--- config.mk ---
export PLATFORM = sky130hd
export DESIGN_NAME = issue_stage
export DESIGN_NICKNAME = d
export VERILOG_FILES = /design/src/rtl/i2o2_pkg.sv /design/src/rtl/issue_fifo.sv /design/src/rtl/issue_stage.sv
export SDC_FILE = /design/constraint.sdc
export NUM_CORES = 1
export LEC_CHECK = 0
export CAP_MARGIN = 10
export CORE_MARGIN = 1
export CORE_UTILIZATION = 30
export CTS_CLUSTER_DIAMETER = 50
export CTS_CLUSTER_SIZE = 25
export DETAILED_ROUTE_END_ITERATION = 7
export MAX_ROUTING_LAYER = met4
export PLACE_DENSITY_LB_ADDON = 0.1
export SLEW_MARGIN = 20
export SYNTH_ARGS = -nofsm -noshare
export SYNTH_HDL_FRONTEND = slang
export SYNTH_SLANG_ARGS = --single-unit
--- constraint.sdc ---
create_clock -name clk -period 2.9 [get_ports clk]
set_input_delay 0.435 -clock clk [delete_from_list [all_inputs] [get_ports clk]]
set_output_delay 0.435 -clock clk [all_outputs]
set_load 0.05 [all_outputs]
--- src/rtl/i2o2_pkg.sv ---
// Shared types and decode helpers for the I2O2 issue stage.
// Optional ISSUE_STALL_CNT_EN build adds stall counters to issue_stage.
package i2o2_pkg;

   localparam int unsigned REG_W  = 5;
   localparam int unsigned OPC_W  = 7;
   localparam int unsigned UNIT_W = 2;

   localparam logic [OPC_W-1:0] OP_RTYPE = 7'b0110011;
   localparam logic [OPC_W-1:0] OP_ADDI  = 7'b0010011;
   localparam logic [OPC_W-1:0] OP_LW    = 7'b0000011;
   localparam logic [OPC_W-1:0] OP_SW    = 7'b0100011;
   localparam logic [OPC_W-1:0] OP_BEQ   = 7'b1100011;

   localparam logic [UNIT_W-1:0] UNIT_NONE = 2'b00;
   localparam logic [UNIT_W-1:0] UNIT_X    = 2'b01;
   localparam logic [UNIT_W-1:0] UNIT_M    = 2'b10;

   typedef enum logic [1:0] {
      S_IDLE  = 2'd0,
      S_QUERY = 2'd1,
      S_CHECK = 2'd2,
      S_ISSUE = 2'd3
   } issue_state_t;

   typedef struct packed {
      logic              known;
      logic              uses_rs1;
      logic              uses_rs2;
      logic              writes_rd;
      logic [UNIT_W-1:0] unit;
   } decode_t;

   // Operand usage and target unit per supported opcode.
   function automatic decode_t decode_op(input logic [OPC_W-1:0] opcode);
      decode_t d;
      d = '{known: 1'b0, uses_rs1: 1'b0, uses_rs2: 1'b0, writes_rd: 1'b0, unit: UNIT_NONE};
      case (opcode)
         OP_RTYPE: d = '{known: 1'b1, uses_rs1: 1'b1, uses_rs2: 1'b1, writes_rd: 1'b1, unit: UNIT_X};
         OP_ADDI:  d = '{known: 1'b1, uses_rs1: 1'b1, uses_rs2: 1'b0, writes_rd: 1'b1, unit: UNIT_X};
         OP_LW:    d = '{known: 1'b1, uses_rs1: 1'b1, uses_rs2: 1'b0, writes_rd: 1'b1, unit: UNIT_M};
         OP_SW:    d = '{known: 1'b1, uses_rs1: 1'b1, uses_rs2: 1'b1, writes_rd: 1'b0, unit: UNIT_M};
         OP_BEQ:   d = '{known: 1'b1, uses_rs1: 1'b1, uses_rs2: 1'b1, writes_rd: 1'b0, unit: UNIT_X};
         default:  d = '{known: 1'b0, uses_rs1: 1'b0, uses_rs2: 1'b0, writes_rd: 1'b0, unit: UNIT_NONE};
      endcase
      return d;
   endfunction

endpackage

--- src/rtl/issue_fifo.sv ---
// Synchronous instruction buffer; pointers wrap modulo DEPTH (power of two).
module issue_fifo #(
   parameter int unsigned DEPTH = 4,
   parameter int unsigned WIDTH = 32
) (
   input  logic             clk,
   input  logic             rst_n,
   input  logic             push,
   input  logic             pop,
   input  logic [WIDTH-1:0] wdata,
   output logic [WIDTH-1:0] rdata,
   output logic             empty,
   output logic             full,
   output logic             one
);

   localparam int unsigned AW = (DEPTH > 1) ? $clog2(DEPTH) : 1;
   localparam int unsigned CW = AW + 1;

   logic [WIDTH-1:0] mem [DEPTH];
   logic [AW-1:0]    wr_ptr;
   logic [AW-1:0]    rd_ptr;
   logic [CW-1:0]    count;
   logic             push_en;
   logic             pop_en;

   assign push_en = push && !full;
   assign pop_en  = pop && !empty;

   assign empty = (count == CW'(0));
   assign full  = (count == CW'(DEPTH));
   assign one   = (count == CW'(1));
   assign rdata = mem[rd_ptr];

   always_ff @(posedge clk) begin
      if (!rst_n) begin
         wr_ptr <= '0;
         rd_ptr <= '0;
         count  <= '0;
      end else begin
         if (push_en) wr_ptr <= wr_ptr + AW'(1);
         if (pop_en)  rd_ptr <= rd_ptr + AW'(1);
         case ({push_en, pop_en})
            2'b10:   count <= count + CW'(1);
            2'b01:   count <= count - CW'(1);
            default: count <= count;
         endcase
      end
   end

   // Storage needs no reset; occupancy is tracked by count.
   always_ff @(posedge clk) begin
      if (push_en) mem[wr_ptr] <= wdata;
   end

endmodule

--- src/rtl/issue_stage.sv ---
// In-order issue stage: buffers, decodes, polls the scoreboard, issues to X/M.
// Optional macro ISSUE_STALL_CNT_EN adds stall_cnt/stall_now outputs.
module issue_stage
   import i2o2_pkg::*;
#(
   parameter int unsigned FIFO_DEPTH = 4,
   parameter int unsigned XLEN       = 32
) (
   input  logic              clk,
   input  logic              rst_n,
   input  logic              in_valid,
   output logic              in_ready,
   input  logic [XLEN-1:0]   in_instr,
   output logic [4:0]        id_op1,
   output logic [4:0]        id_op2,
   output logic [4:0]        id_dest,
   output logic [6:0]        op_code,
   output logic              new_line,
   input  logic              pendencia_op1,
   input  logic              pendencia_op2,
   input  logic              pendencia_dest,
   input  logic [1:0]        unit_op1,
   input  logic [1:0]        unit_op2,
   input  logic [1:0]        unit_dest,
   output logic              iss_valid,
   input  logic              iss_ready,
   output logic [XLEN-1:0]   iss_instr,
`ifdef ISSUE_STALL_CNT_EN
   output logic [31:0]       stall_cnt,
   output logic              stall_now,
`endif
   output logic [1:0]        iss_unit
);

   issue_state_t    state_q;
   issue_state_t    state_d;
   logic            fifo_push;
   logic            fifo_pop;
   logic            fifo_empty;
   logic            fifo_full;
   logic            fifo_one;
   logic            more_left;
   logic [XLEN-1:0] fifo_rdata;
   logic [XLEN-1:0] head;
   decode_t         dec;
   logic            hazard;
   logic            unused_unit_info;

   assign unused_unit_info = ^{unit_op1, unit_op2, unit_dest};

   assign in_ready  = !fifo_full;
   assign fifo_push = in_valid && in_ready;

   issue_fifo #(
      .DEPTH (FIFO_DEPTH),
      .WIDTH (XLEN)
   ) u_fifo (
      .clk   (clk),
      .rst_n (rst_n),
      .push  (fifo_push),
      .pop   (fifo_pop),
      .wdata (in_instr),
      .rdata (fifo_rdata),
      .empty (fifo_empty),
      .full  (fifo_full),
      .one   (fifo_one)
   );

   // Head decode; forced to zero while the buffer is empty.
   assign head    = fifo_empty ? '0 : fifo_rdata;
   assign id_op1  = head[19:15];
   assign id_op2  = head[24:20];
   assign id_dest = head[11:7];
   assign op_code = head[6:0];
   assign dec     = decode_op(op_code);

   // x0 never creates a dependency.
   assign hazard = (dec.uses_rs1  && (id_op1  != REG_W'(0)) && pendencia_op1)  ||
                   (dec.uses_rs2  && (id_op2  != REG_W'(0)) && pendencia_op2)  ||
                   (dec.writes_rd && (id_dest != REG_W'(0)) && pendencia_dest);

   assign more_left = !fifo_one || fifo_push;

   assign new_line = rst_n && (state_q == S_ISSUE) && iss_ready &&
                     dec.writes_rd && (id_dest != REG_W'(0));

   always_comb begin
      state_d  = state_q;
      fifo_pop = 1'b0;
      case (state_q)
         S_IDLE: begin
            if (!fifo_empty) state_d = S_QUERY;
         end
         S_QUERY: begin
            state_d = S_CHECK;
         end
         S_CHECK: begin
            if (!dec.known) begin
               fifo_pop = 1'b1;
               state_d  = more_left ? S_QUERY : S_IDLE;
            end else if (hazard) begin
               state_d = S_QUERY;
            end else begin
               state_d = S_ISSUE;
            end
         end
         S_ISSUE: begin
            if (iss_ready) begin
               fifo_pop = 1'b1;
               state_d  = more_left ? S_QUERY : S_IDLE;
            end
         end
         default: state_d = S_IDLE;
      endcase
   end

   // Issue payload is captured on entry to S_ISSUE and held until handshake.
   always_ff @(posedge clk) begin
      if (!rst_n) begin
         state_q   <= S_IDLE;
         iss_valid <= 1'b0;
         iss_instr <= '0;
         iss_unit  <= UNIT_NONE;
      end else begin
         state_q   <= state_d;
         iss_valid <= (state_d == S_ISSUE);
         if ((state_q == S_CHECK) && (state_d == S_ISSUE)) begin
            iss_instr <= head;
            iss_unit  <= dec.unit;
         end
      end
   end

`ifdef ISSUE_STALL_CNT_EN
   logic stall_hit;
   assign stall_hit = (state_q == S_CHECK) && dec.known && hazard;

   always_ff @(posedge clk) begin
      if (!rst_n) begin
         stall_cnt <= '0;
         stall_now <= 1'b0;
      end else begin
         stall_now <= stall_hit;
         if (stall_hit) stall_cnt <= stall_cnt + 32'd1;
      end
   end
`endif

endmodule

* Word-level counts from Yosys, hierarchy flattened
Memory sizes are Yosys's and may differ from the RTL's. A register that Yosys moved wholly into a read port is not among the register bits. Cells that the tools add are included.
Word-level totals: memories 1, output and inout port bits 59, register bits after elaboration 44, input bits 45, bits in writable memories 128, word-level logic and storage cells 67
Operators by class: reductions and logical operators 26, add/sub/neg operators 4, equality and inequality tests 13, multiplexer cells 16
Memories:
- u_fifo.mem | words 4, width 32, rd ports 1, clocked after Yosys merged registers in 1, wr ports 1, RTL line issue_fifo.sv:20 | logic [WIDTH-1:0] mem [DEPTH];
Operators with widths (number):
- $mux W32 | 1
- $pmux W6 S5 | 1
- $reduce_bool A5 Y1 | 3
- $eq A7 B6 Y1 const B | 2
- $logic_and A1 B1 Y1 | 14
- $mux W2 | 6
- $eq A2 B2 Y1 const B | 4
- $pmux W2 S4 | 1
- $eq A7 B2 Y1 const B | 1
- $eq A7 B5 Y1 const B | 1
- $eq A7 B7 Y1 const B | 1
- $pmux W3 S2 | 1
- $mux W1 | 5
- $add A2 B1 Y2 const B | 2
- $eq A2 B1 Y1 const B | 2
- $add A3 B1 Y3 const B | 1
- $eq A3 B1 Y1 const B | 1
- $eq A3 B3 Y1 const B | 1
- $logic_not A1 Y1 | 3
- $logic_not A3 Y1 | 1
- $logic_or A1 B1 Y1 | 3
- $sub A3 B1 Y3 const B | 1
- $logic_not A2 Y1 | 1
- $pmux W1 S2 | 1
- $reduce_bool A2 Y1 | 1

* Depth between registers and ports, before layout
word-level depth 13, depth in mapped cells 12, depth with buffers taken out 11

* Modules after synthesis
Synthesis repeated with hierarchy kept, for this count alone.
Unflattened totals: cell total of the unflattened synthesis 450, area, all modules 7114.3 um^2
By module, submodules not included:
- issue_fifo | area an instance 5170.0 um^2, seq. area each 4023.9 um^2, cells each 222, instances 1
- issue_stage | area an instance 1944.4 um^2, seq. area each 740.7 um^2, cells each 228, instances 1

* Worst setup path before layout
Ideal clock, no wire load.
kind reg-to-output, from reg (tool-made name), to out new_line, required time 2.465 ns, cell stages (with the launch flop) 7, arrival 3.063 ns, setup slack -0.598 ns, path buffers 2, cells stage by stage dfxtp_1 -> buf_6 -> buf_12 -> mux4_2 -> nand2b_1 -> a211o_1 -> nor4_1
RTL lines:
- end: declaration | RTL line issue_stage.sv:18 | output logic new_line,

==> results.yml <==
outcome:
  status: "complete, but fails checks"
  failed_checks: "negative setup slack"
worst_setup_path:
  cp-end-kind: "primary output"
  crit_path_frequent_cell: "buf_12"
  cp_slowest_cell: "mux4_2"
  r2r_cells: 10
  crit_type: "reg2out"
  max_stage_delay_ns: 0.51
  cp_max_fo: 6
  cp.depth: 7
  worstPathArrival_ns: 2.57
  crit_buf_inv: 3
  worstSetupStartpointType: "register"
  crit_chain: "buf_12 -> mux4_2 -> nand2b_4 -> a211o_1 -> buf_6 -> nor4_4 -> buf_12"
  crit_required_ns: 2.47
  path_delay_family: "multiplexers"
  regToRegSetupSlack_ns: 0.09
timing:
  period_needed_ns: 3.01
  clock_skew_ns: 0.0103
  post-route-period-util: 1.04
  grt_setup_unrepaired: "yes"
  fmax_ghz: 0.332
  setup_slack_ns: -0.108
  hold_violations: 0
  tns_ns: -0.108
  setup_viol: 1
  slew_headroom: 0.639
  worst_pin_slew_ns: 0.539
  drv_slew: 0
synthesis:
  yosysMostFrequentCell: "edfxtp_1"
  syn_area_sq_mm: 0.00712
  synth-edff-count: 128
  ys_seq_area_frac: 0.670
  synth.area.top_cells: "edfxtp_1 (54%), dfxtp_1 (13%), mux4_2 (8.9%)"
  synth_common_cells: "edfxtp_1 (128), nand2_1 (58), dfxtp_1 (46)"
  async_reset_ff_frac: 0
  synth_area_leader_cell: "edfxtp_1"
  syn_avg_cell_area_sq_um: 15.6
  netlist_instances: 456
  yosysWarnings: 0
  synth_flop_cell: "edfxtp_1"
  netlist-cell-type-count: 40
  synth_fp_nets: 510
  yosysTopAreaCellShare: 0.540
  ys_seq_elements: 174
layout:
  fillCellCount: 2113
  areaGrowthSynthToFinish_pct: 33.8
  fin_nets: 618
  fin_util: 0.416
  drive_above_1_share: 0.255
  n_antenna_cell: 0
  fin_cells: 890
pwr:
  power.density_mw_per_mm2: 757
  p_leak_nw: 3.41
  peakVddDrop_mv: 0.416
  p_total_mw: 7.21
clock_network:
  cts_tree: "built"
  cts_num_sinks: 174
  clk_path_buf_depth: 2
  cts_buffers: 17
  htreeDepth: 4
  cts_root_buf: "clkbuf_16"
  clk_pin_slew_worst_paths_ns: 0.07
  clk_latency_ns: 0.43
floorplanning:
  initial_core_util: 0.311
  ioPinCount: 104
  die_y_um: 156
  die_w_um: 156
  coreArea_sq_mm: 0.0229
  rows: 55
  die_area_sq_mm: 0.0243
placement:
  pre_cts_slack_ns: 0.0336
  hpwl_um: 10100
  io_buffers: 97
  gp_congestion: 0.772
  placed_cells: 843
worst_hold_path:
  hp-class: "reg2reg"
  min_path_cells: 2
global_route:
  grt_first_pass_wirelength_um: 24400
  grt-ovfl-total: 0
  first_global_vias: 4217
  grt_usage: 0.143
  grt_max_degree: 41
  antenna_found_initial: 0
routing:
  ant_nets: 0
  drt_pre_antenna_iters: 4
  drc: 0
  drt-total-wl_um: 15900
  vias_per_cell: 4.51
  num_vias: 4018
  wire_per_inst_um: 17.9
  drt-initial-drc-count: 243
job:
  drv_cap: 0
logic make-up (layout without fill, tap and decap cells):
logic type | Yosys count | count (layout) | synth area share
AOI/OAI and AO/OA | 19 | 19 | 0.0188
xor gates and xnor gates | 4 | 4 | 0.00492
adders and majority gates | 9 | 9 | 0.0158
buffers and inverters | 53 | 174 | 0.0499
DFF | 174 | 174 | 0.670
muxes | 65 | 65 | 0.148
and+or+nand+nor | 132 | 132 | 0.0932
where the power goes:
group | internal (mW) | leakage, nW | switching (mW)
Clock | 1.41 | 0.297 | 1.00
Combinational | 0.883 | 1.57 | 1.06
Sequential | 2.82 | 1.55 | 0.0462
Total | 5.11 | 3.41 | 2.11
placed cells by master (no fill, tap or decap), types with 3 or more instances in the layout:
cell type,netlist,routed
a21oi_1,8,7
and2_1,21,21
and3_2,0,4
buf_12,3,34
buf_4,23,23
bufinv_16,0,3
clkbuf_16,0,17
clkdlybuf4s50_1,0,73
dfxtp_1,46,42
dfxtp_2,0,3
edfxtp_1,128,128
ha_1,9,8
inv_1,8,7
inv_8,0,3
mux2i_1,33,33
mux4_2,28,29
nand2_1,58,58
nand3_1,12,12
nor2_1,14,14
o21ai_0,4,4
or3_1,6,4
area by class of cell:
cell class	instances	area [sq um]	share of cell area
inverter	8	30.0	0.00315
clock inverter	12	174	0.0183
tap	313	392	0.0411
clock buffer	20	447	0.0469
multi-input combinational	229	2060	0.217
sequential	174	4770	0.501
timing repair buffer	134	1640	0.173
worst reg2reg max path: stages (launching register included):
cell       delay, ns
dfxtp_4         0.36
buf_12          0.12
bufbuf_16       0.25
buf_6           0.10
mux4_2          0.54
or4_4           0.44
o2111ai_2       0.18
and4bb_4        0.30
nand2_8         0.12
buf_12          0.18
mux2i_1         0.12
sequential cells by signal, summed over array words and instances, names as in the netlist, named ones only:
register / count
u_fifo.mem: 128
iss_instr: 32
u_fifo.count: 3
iss_unit: 2
state_q: 2
u_fifo.rd_ptr: 2
u_fifo.wr_ptr: 2
iss_valid: 1
final timing paths:
| kind | from | endpoint |
|---|---|---|
| max | register | new_line |
| max reg2reg | register | iss_instr[6] |
| min reg2reg | iss_instr[18] | iss_instr[18] |
| min | iss_instr[18] | iss_instr[18] |
layer usage:
metal  up-vias  share of wire  global-route usage
met5         -              0                   -
met4         0         0.0092              0.0458
met3        13          0.038              0.0297
met2        87           0.50               0.230
met1      2023           0.46               0.181
li1       1895              -                   -
repair_timing:
item	4_1_cts	5_1_grt
gates cloned	1	0
gates resized for setup	8	11
endpoints found under the setup margin	1	32
hold buffers	0	0
pin swaps	3	4
setup buffers	9	5
stage by stage:
| stage | hold WS, ns | cell area, sq um |
|---|---|---|
| after floorplan | 0.459 | 7130 |
| after global placement | 0.445 | 8690 |
| after detailed placement | 0.451 | 8690 |
| after CTS | 0.460 | 9450 |
| after global routing | 0.472 | 9520 |
| final | 0.457 | 9520 |
Power figures use the tool's default switching activity.
